--- config.mk ---
export PLATFORM = sky130hd
export DESIGN_NAME = chord_result_unfold
export DESIGN_NICKNAME = d
export VERILOG_FILES = /design/src/rtl/chord_pkg.sv /design/src/rtl/chord_result_fifo.sv /design/src/rtl/chord_result_unfold.sv
export SDC_FILE = /design/constraint.sdc
export NUM_CORES = 1
export LEC_CHECK = 0
export ABC_AREA = 1
export CORE_MARGIN = 5
export CORE_UTILIZATION = 44
export DETAILED_ROUTE_END_ITERATION = 12
export HOLD_SLACK_MARGIN = 0.15
export PLACE_DENSITY_LB_ADDON = 0.08
export RECOVER_POWER = 50
export SLEW_MARGIN = 20
export SYNTH_ARGS = -nofsm -noshare
export SYNTH_HDL_FRONTEND = slang
export SYNTH_SLANG_ARGS = --single-unit
--- constraint.sdc ---
create_clock -name clk -period 5.24 [get_ports clk]
set_input_delay 1.572 -clock clk [delete_from_list [all_inputs] [get_ports clk]]
set_output_delay 1.572 -clock clk [all_outputs]
set_load 0.03 [all_outputs]
--- src/rtl/chord_pkg.sv ---
// rtl/chord_pkg.sv - shared CHORD widths, constants and result record
// Purpose: fixed-point widths matching the pipeline, PI in Q7.8, flip flag
//          bit positions and the corrected-result record.
// Ports:   none (package).
package chord_pkg;

  localparam int CHORD_WIDTH     = 16;
  localparam int CHORD_INT_BITS  = 7;
  localparam int CHORD_FRAC_BITS = 8;

  localparam logic [CHORD_WIDTH-1:0] PI_Q8 = 16'h0324;

  localparam int FLIP_NEG_X = 0;
  localparam int FLIP_NEG_Y = 1;

  typedef struct packed {
    logic [CHORD_WIDTH-1:0] degree;
    logic [CHORD_WIDTH-1:0] x;
    logic [CHORD_WIDTH-1:0] y;
    logic                   arctan;
  } chord_result_t;

endpackage

--- src/rtl/chord_result_fifo.sv ---
// rtl/chord_result_fifo.sv - first-word-fall-through result FIFO
// Purpose: DEPTH-entry FIFO with wrap-bit pointers; the head is presented
//          combinationally and reads as zero while empty.
// Ports:   clk, reset (async, active-high); wr_en/wr_data push side;
//          rd_en pop side; rd_data head; empty; count occupancy;
//          drop pulses when a push is refused because the FIFO is full.
module chord_result_fifo #(
  parameter int DEPTH  = 8,
  parameter int DATA_W = 49
) (
  input  logic                     clk,
  input  logic                     reset,
  input  logic                     wr_en,
  input  logic [DATA_W-1:0]        wr_data,
  input  logic                     rd_en,
  output logic [DATA_W-1:0]        rd_data,
  output logic                     empty,
  output logic [$clog2(DEPTH):0]   count,
  output logic                     drop
);

  localparam int AW = $clog2(DEPTH);

  logic [DATA_W-1:0] mem [DEPTH];
  logic [AW:0]       wr_ptr;
  logic [AW:0]       rd_ptr;
  logic              full;
  logic              do_rd;
  logic              do_wr;

  assign empty = (wr_ptr == rd_ptr);
  assign full  = (wr_ptr[AW] != rd_ptr[AW]) && (wr_ptr[AW-1:0] == rd_ptr[AW-1:0]);
  assign count = wr_ptr - rd_ptr;

  // A pop on the same edge frees the slot the push lands in, so a push while
  // full is only refused when nothing is leaving.
  assign do_rd = rd_en && !empty;
  assign do_wr = wr_en && (!full || do_rd);
  assign drop  = wr_en && full && !do_rd;

  assign rd_data = empty ? '0 : mem[rd_ptr[AW-1:0]];

  always_ff @(posedge clk) begin
    if (do_wr) mem[wr_ptr[AW-1:0]] <= wr_data;
  end

  always_ff @(posedge clk or posedge reset) begin
    if (reset) begin
      wr_ptr <= '0;
      rd_ptr <= '0;
    end else begin
      if (do_wr) wr_ptr <= wr_ptr + 1'b1;
      if (do_rd) rd_ptr <= rd_ptr + 1'b1;
    end
  end

endmodule

--- src/rtl/chord_result_unfold.sv ---
// rtl/chord_result_unfold.sv - quadrant unfold, result FIFO and issue credit
// Purpose: undoes the CORDIC quadrant fold recorded in the flip flags,
//          buffers corrected results and returns issue credit to the front end.
//          Build option CHORD_RESULT_SAT_EN: saturate out-of-range results
//          instead of two's-complement wrap.
// Ports:   clk, reset (async, active-high); issue from the front end;
//          valid_in/degree_in/x_in/y_in/flip_in/arctan_en_in from the pipeline;
//          res_valid/res_ready handshake with res_degree/res_x/res_y/res_arctan;
//          credit_ok to the front end; overflow_err sticky drop flag.
module chord_result_unfold
  import chord_pkg::*;
#(
  parameter int WIDTH           = 16,
  parameter int FLIP_FLAG_WIDTH = 2,
  parameter int DEPTH           = 8,
  parameter int MAX_INFLIGHT    = 16
) (
  input  logic                       clk,
  input  logic                       reset,
  input  logic                       issue,
  input  logic                       valid_in,
  input  logic [WIDTH-1:0]           degree_in,
  input  logic [WIDTH-1:0]           x_in,
  input  logic [WIDTH-1:0]           y_in,
  input  logic [FLIP_FLAG_WIDTH-1:0] flip_in,
  input  logic                       arctan_en_in,
  output logic                       res_valid,
  input  logic                       res_ready,
  output logic [WIDTH-1:0]           res_degree,
  output logic [WIDTH-1:0]           res_x,
  output logic [WIDTH-1:0]           res_y,
  output logic                       res_arctan,
  output logic                       credit_ok,
  output logic                       overflow_err
);

  localparam int XW = WIDTH + 1;
  localparam int IW = $clog2(MAX_INFLIGHT + 1);
  localparam int PW = $clog2(DEPTH) + 1;
  localparam int DW = 3 * WIDTH + 1;

  localparam logic [IW-1:0] INFLIGHT_MAX = IW'(MAX_INFLIGHT);

  // Bring a WIDTH+1 intermediate back to WIDTH.
  function automatic logic [WIDTH-1:0] fit(input logic [XW-1:0] v);
`ifdef CHORD_RESULT_SAT_EN
    if (v[XW-1] != v[XW-2])
      fit = v[XW-1] ? {1'b1, {(WIDTH-1){1'b0}}} : {1'b0, {(WIDTH-1){1'b1}}};
    else
      fit = v[WIDTH-1:0];
`else
    fit = v[WIDTH-1:0];
`endif
  endfunction

  logic [XW-1:0] deg_x, x_x, y_x, pi_x;
  logic [XW-1:0] deg_c, x_c, y_c;

  assign deg_x = {degree_in[WIDTH-1], degree_in};
  assign x_x   = {x_in[WIDTH-1], x_in};
  assign y_x   = {y_in[WIDTH-1], y_in};
  assign pi_x  = XW'(PI_Q8);

  always_comb begin
    deg_c = deg_x;
    x_c   = x_x;
    y_c   = y_x;
    if (arctan_en_in) begin
      case ({flip_in[FLIP_NEG_Y], flip_in[FLIP_NEG_X]})
        2'b01:   deg_c = pi_x - deg_x;
        2'b10:   deg_c = -deg_x;
        2'b11:   deg_c = deg_x - pi_x;
        default: deg_c = deg_x;
      endcase
    end else begin
      if (flip_in[FLIP_NEG_X]) x_c = -x_x;
      if (flip_in[FLIP_NEG_Y]) y_c = -y_x;
    end
  end

  logic          s1_valid;
  logic [DW-1:0] s1_data;

  always_ff @(posedge clk or posedge reset) begin
    if (reset) begin
      s1_valid <= 1'b0;
      s1_data  <= '0;
    end else begin
      s1_valid <= valid_in;
      s1_data  <= {fit(deg_c), fit(x_c), fit(y_c), arctan_en_in};
    end
  end

  logic          fifo_empty;
  logic [PW-1:0] occupancy;
  logic          fifo_drop;
  logic [DW-1:0] head;

  chord_result_fifo #(
    .DEPTH  (DEPTH),
    .DATA_W (DW)
  ) u_fifo (
    .clk     (clk),
    .reset   (reset),
    .wr_en   (s1_valid),
    .wr_data (s1_data),
    .rd_en   (res_valid && res_ready),
    .rd_data (head),
    .empty   (fifo_empty),
    .count   (occupancy),
    .drop    (fifo_drop)
  );

  assign res_valid = !fifo_empty;
  assign {res_degree, res_x, res_y, res_arctan} = head;

  always_ff @(posedge clk or posedge reset) begin
    if (reset)          overflow_err <= 1'b0;
    else if (fifo_drop) overflow_err <= 1'b1;
  end

  // Results still inside the pipeline; clamps at both ends so a return that
  // arrives after a reset cannot wrap the count.
  logic [IW-1:0] inflight;

  always_ff @(posedge clk or posedge reset) begin
    if (reset) begin
      inflight <= '0;
    end else if (issue && !valid_in) begin
      if (inflight != INFLIGHT_MAX) inflight <= inflight + 1'b1;
    end else if (valid_in && !issue) begin
      if (inflight != '0) inflight <= inflight - 1'b1;
    end
  end

  // Every slot already promised: queued, in the correction stage, or in flight.
  assign credit_ok = (32'(occupancy) + 32'(s1_valid) + 32'(inflight)) < 32'(DEPTH);

endmodule
## Word level (Yosys, flattened, before mapping)

Memory sizes are Yosys's and may differ from the RTL's.
Cells that the tools add are included.

| operators by class | value |
|---|---|
| $add $sub $neg | 12 |
| order comparisons | 1 |
| reductions and logical operators | 18 |
| equal/unequal tests | 8 |
| muxes and demuxes | 13 |

Operators by type and width:

| operator | number |
|---|---|
| 16-bit 2-to-1 mux | 5 |
| 49-bit 2-to-1 mux | 1 |
| 16-bit negation | 3 |
| 16-bit case mux with 3 select lines | 1 |
| 5-bit 2-to-1 mux | 4 |
| 11-bit by 16-bit subtractor with 16-bit output (first input constant) | 1 |
| 16-bit by 11-bit subtractor with 16-bit output (second input constant) | 1 |
| 4-bit by 1-bit adder with 4-bit output (second input constant) | 2 |
| 1-bit logical AND | 8 |
| 5-bit by 5-bit adder with 6-bit output | 1 |
| 6-bit by 4-bit < comparator with 1-bit output (second input constant) | 1 |
| 4-bit by 1-bit adder with 5-bit output | 1 |
| 5-bit by 1-bit adder with 5-bit output (second input constant) | 1 |
| 1-bit logical NOT | 5 |
| 5-bit != test (second input constant) | 1 |
| 5-bit nonzero test | 1 |
| 5-bit by 1-bit subtractor with 5-bit output (second input constant) | 1 |
| 2-bit == test (second input constant) | 2 |
| 4-bit == test | 1 |
| 2-bit nonzero test | 2 |
| 4-bit subtractor | 1 |
| 3-bit == test | 1 |
| 3-bit AND reduction | 1 |
| 2-bit by 1-bit == test with 1-bit output (second input constant) | 1 |
| other kinds (4) | 5 |

| storage, ports and cells | value |
|---|---|
| memories | 1 |
| input port bits | 56 |
| flip-flop bits (word level) | 64 |
| RAM bits | 392 |

Memory list:

| name | depth | width | read ports | clocked after Yosys merged registers in | wr ports | RTL line | text |
|---|---|---|---|---|---|---|---|
| u_fifo.mem | 8 | 49 | 1 | 0 | 1 | chord_result_fifo.sv:24 | `logic [DATA_W-1:0] mem [DEPTH];` |

## Longest topological paths before layout

| logic depth | value |
|---|---|
| word-level depth | 8 |
| mapped depth | 14 |

## Modules after synthesis

A second synthesis with hierarchy kept.

| unflattened totals | value |
|---|---|
| cell total of the unflattened synthesis | 2,349 |
| area, all modules | 21,570.7 µm² |

By module, submodules not included:

| module | area each (µm²) | cells each | times used | sequential area each (µm²) |
|---|---|---|---|---|
| chord_result_fifo | 17,677.0 | 1,787 | 1 | 11,971.5 |
| chord_result_unfold | 3,893.7 | 562 | 1 | 1,401.3 |

## Worst setup path after synthesis

Ideal clock, no wire load.

| timing path | value |
|---|---|
| path type | input to register |
| start | input port res_ready |
| end | memory u_fifo.mem[7][0], enable pin |
| arrival | 4,012 ps |
| path slack | 770 ps |
| data required time | 4,782 ps |
| stages on the path | 6 |
| library setup time | 458 ps |
| path buffers | 0 |
| cell sequence | nor2_1 -> nand2_1 -> nand2_1 -> inv_2 -> nand2_1 -> nor2_1 |

| between the ends | value |
|---|---|
| cells in the longest elaborated chain, start to end | 6 |

RTL lines:

| item | RTL line | text |
|---|---|---|
| start, declared | chord_result_unfold.sv:28 | `input logic res_ready,` |
| 1-bit logical AND | chord_result_unfold.sv:107 | `.rd_en (res_valid && res_ready),` |
| 1-bit logical AND | chord_result_fifo.sv:37 | `assign do_rd = rd_en && !empty;` |
| 1-bit logical OR | chord_result_fifo.sv:38 | `assign do_wr = wr_en && (!full \|\| do_rd);` |
| 1-bit logical AND | chord_result_fifo.sv:38 |  |
| 1-bit 2-to-1 mux | chord_result_fifo.sv:44 | `if (do_wr) mem[wr_ptr[AW-1:0]] <= wr_data;` |
| 1-bit 2-to-1 mux (not written as such) | chord_result_fifo.sv:44 |  |
| end, declared | chord_result_fifo.sv:24 |  |

No other way between the ends.

## Worst setup path in the final report

| timing path | value |
|---|---|
| start | register u_fifo.rd_ptr[0] |
| end | output port res_x[8] |

| between the ends | value |
|---|---|
| cells in the longest elaborated chain, start to end | 2 |
| elaborated cells on any way between the ends | 3 |
| those cells by class | eq/ne (1); mux (1); memory (1) |

RTL lines:

| item | RTL line | text |
|---|---|---|
| start, declared | chord_result_fifo.sv:26 | `logic [AW:0] rd_ptr;` |
| start signal, assigned | chord_result_fifo.sv:53 | `if (do_rd) rd_ptr <= rd_ptr + 1'b1;` |
| memory 8 x 49 bit / 4-bit == test (equally long branches) | n/a |  |
| 49-bit 2-to-1 mux * | chord_result_fifo.sv:41 | `assign rd_data = empty ? '0 : mem[rd_ptr[AW-1:0]];` |
| end, declared | chord_result_unfold.sv:30 | `output logic [WIDTH-1:0] res_x,` |

Every way passes the cells marked *; elsewhere a longest branch is shown, timed or not.

==> metrics.md <==
| Metric | Value |
|---|---|
| Most frequent cells in the layout | `edfxtp_1, nor2_1, o21ai_0, nand2_1, o21ai_1` |
| Post-Route WL | `47610 µm` |
| Aggregate negative setup slack | `0 ps` |
| Vias | `13090` |
| Vias in the first global route | `12770` |
| Commonest non-fill, non-tap cell in the layout | `edfxtp_1` |
| Drt first pass iters | `5` |
| Crit path capture | `res_x[8]` |
| Number of synthesized register bits | `456` |
| Core area | `44120 µm²` |
| Worst Max-Slew Pin Slew | `1991 ps` |
| EDFF count, synth | `392` |
| Top cell type's share of synthesized area | `60.21%` |
| Post_cts resized | `0` |
| # setup viols final | `0` |
| HP Class | `reg -> reg` |
| Max-capacitance violation count | `2` |
| Sequential area share after synthesis | `68.40%` |
| Grt ovf | `0` |
| Reg2reg end | `u_fifo.mem[6][33]` |
| Chip Height | `220.8 µm` |
| IO Pins | `108` |
| Skew final | `16.36 ps` |
| Die area | `48750 µm²` |
| CTS tree | `done` |
| Yosys cell types | `40` |
| Mapped Nets | `1810` |
| First-pass GRT wire length | `73540 µm` |
| Main combinational cell family by area after synthesis | `simple AND/OR/NAND/NOR gates` |
| GRT Util Overall | `19.41%` |
| CP required | `3670 ps` |
| Status | `complete, but fails checks` |
| Antenna violation net count after detailed routing | `0` |
| Largest net degree at the start of global routing | `179` |
| Worst-skew pair later-pin latency | `580 ps` |
| Xor/xnor share of the synthesized area | `1.837%` |
| Layout Nets | `1902` |
| CP startpoint | `u_fifo.rd_ptr[0]` |
| Max Clk Rate | `215.8 MHz` |
| DPL Wire Length | `28150 µm` |
| Ys async rst share | `14.04%` |
| DRC Markers | `0` |
| Final Util | `51.80%` |
| Initial DRC count | `1090` |
| CTS Hold Bufs | `0` |
| YS warnings | `0` |
| Pwr Density | `617.3 nW/µm²` |
| Post-CTS setup buffers | `0` |
| Worst Setup End Kind | `primary output` |
| Simple-gate share of the synthesized area | `12.84%` |
| Site row count | `77` |
| Tmin final | `4634 ps` |
| P&R area growth vs syn | `16.92%` |
| ANT cells | `0` |
| Die W | `220.8 µm` |
| CP arrival | `3060 ps` |
| Global placement routability congestion | `0.8553` |
| H-tree levels | `2` |
| Worst-path clk slew | `60 ps` |
| R2R setup slack | `2160 ps` |
| Fraction of layout cells with a size suffix above 1 | `9.710%` |
| Dominant synthesized flop cell | `edfxtp_1` |
| Initial antenna violation count | `0` |
| Critical Path Fanout Max | `81` |
| Max Buffers Root-to-Sink | `3` |
| CTS root buffer | `clkbuf_16` |
| Synth area leaders | `edfxtp_1, dfrtp_1, nor2_1` |
| RSZ-0062 raised after global routing | `false` |
| Hold Fails Final Rpt | `0` |
| Mapped Cells | `1733` |
| Synthesized area per cell | `11.28 µm²` |
| Crit path launch type | `flop` |
| Reg2reg path depth | `9` |
| Initial Util | `44.31%` |
| Total CTS buffers | `48` |
| I/O Buffers | `107` |
| Max rail drop VDD | `0.0006210 V` |
| Slew Limit Fails | `67` |
| Reg2reg start | `u_fifo.rd_ptr[0]` |
| Drt wl/cell | `19.38 µm` |
| Crit share post-route | `88.43%` |
| Post-DR vias/cell | `5.331` |
| Adder-Cell Fraction of Synth Area | `1.421%` |
| Synth area leader | `edfxtp_1` |
| Mux share of post-synthesis cell area | `0%` |
| Worst slew margin | `-33.47%` |
| P_leak | `8.222 nW` |
| CTS sink cnt | `456` |
| Synth Cell Area | `19550 µm²` |
| Failing checks | `max-capacitance violations, max-slew violations` |
| Hold depth | `1` |
| Synth Area in Compound Gates | `11.13%` |
| Crit path kind | `reg -> out` |
## layout make-up
cell class	instances	area (µm²)
Clock buffer	70	1314
Clock inverter	19	132.6
Fill cell	3916	21270
Inverter	98	374.1
Multi-Input combinational cell	1087	5375
Sequential cell	456	13380
Tap cell	592	740.7
Timing Repair Buffer	134	1543
## power by group
group	leakage [nW]	switching (W)	internal [W]
Combinational	3.21	0.00385	0.00229
Clock	0.704	0.00135	0.00179
Sequential	4.31	0.000258	0.00458
## worst max-delay path, cell delays in order (launching register included)
cell and delay [ps]:
dfrtp_4 620, inv_6 500, buf_4 470, o21ai_0 130, o22ai_1 160, o21ai_1 70
nor2_1 280, buf_12 160
## worst min path at each step
stage,slack (ps),from,to
2_1_floorplan,460,u_fifo.wr_ptr[3],u_fifo.wr_ptr[3]
3_3_place_gp,480,u_fifo.rd_ptr[3],u_fifo.rd_ptr[3]
3_5_place_dp,480,u_fifo.wr_ptr[3],u_fifo.wr_ptr[3]
4_1_cts,490,u_fifo.wr_ptr[3],u_fifo.wr_ptr[3]
5_1_grt,510,u_fifo.wr_ptr[3],u_fifo.wr_ptr[3]
6_report,490,u_fifo.wr_ptr[3],u_fifo.wr_ptr[3]
## flip-flops by register name, indices dropped and copies added, names as in the netlist
name / cells
u_fifo.mem: 392
inflight: 5
u_fifo.wr_ptr: 4
s1_valid: 1
s1_data: 49
overflow_err: 1
u_fifo.rd_ptr: 4
## synthesized netlist by cell type (7+ instances only)
master    instances
nor2_2            9
xor2_1           33
dfrtp_1          64
nand4_1           7
buf_2            19
xnor2_1           8
ha_1             19
edfxtp_1        392
nand2_1         152
o21ai_1         102
nor3_1            7
buf_4            12
o22ai_1          98
nor2_1          367
buf_6             9
clkbuf_1         50
a21oi_1          18
nand3_1          67
o21ai_0         172
inv_2            12
inv_1            82
## per-layer routing
metal	GRT usage, %	share of wire, %	up-vias
li1	-	-	6299
met1	25.92	44	6469
met2	33.73	51	263
met3	2.983	4.0	63
met4	4.631	1.9	0
met5	0	0	-
## cell families after synthesis
| family | Yosys count |
|---|---|
| simple gates | 621 |
| compound gates | 404 |
| fa+ha+maj | 21 |
| flops | 456 |
| xor+xnor | 41 |
| buf+inv | 190 |
## stage by stage
stage	power [W]	worst slack [ps]	instance area [µm²]	hold WS (ps)	cells
final	0.01411	606.1	22860	490.0	2456
after global routing	0.01494	264.1	22860	506.3	2456
after CTS	0.01431	558.8	22870	491.0	2456
after detailed placement	0.01115	1159	21420	480.9	2367
after global placement	0.01112	1151	21420	479.6	2367
after floorplan	0.008491	769.5	19550	460.4	1733
(Power assumes the default switching activity.)
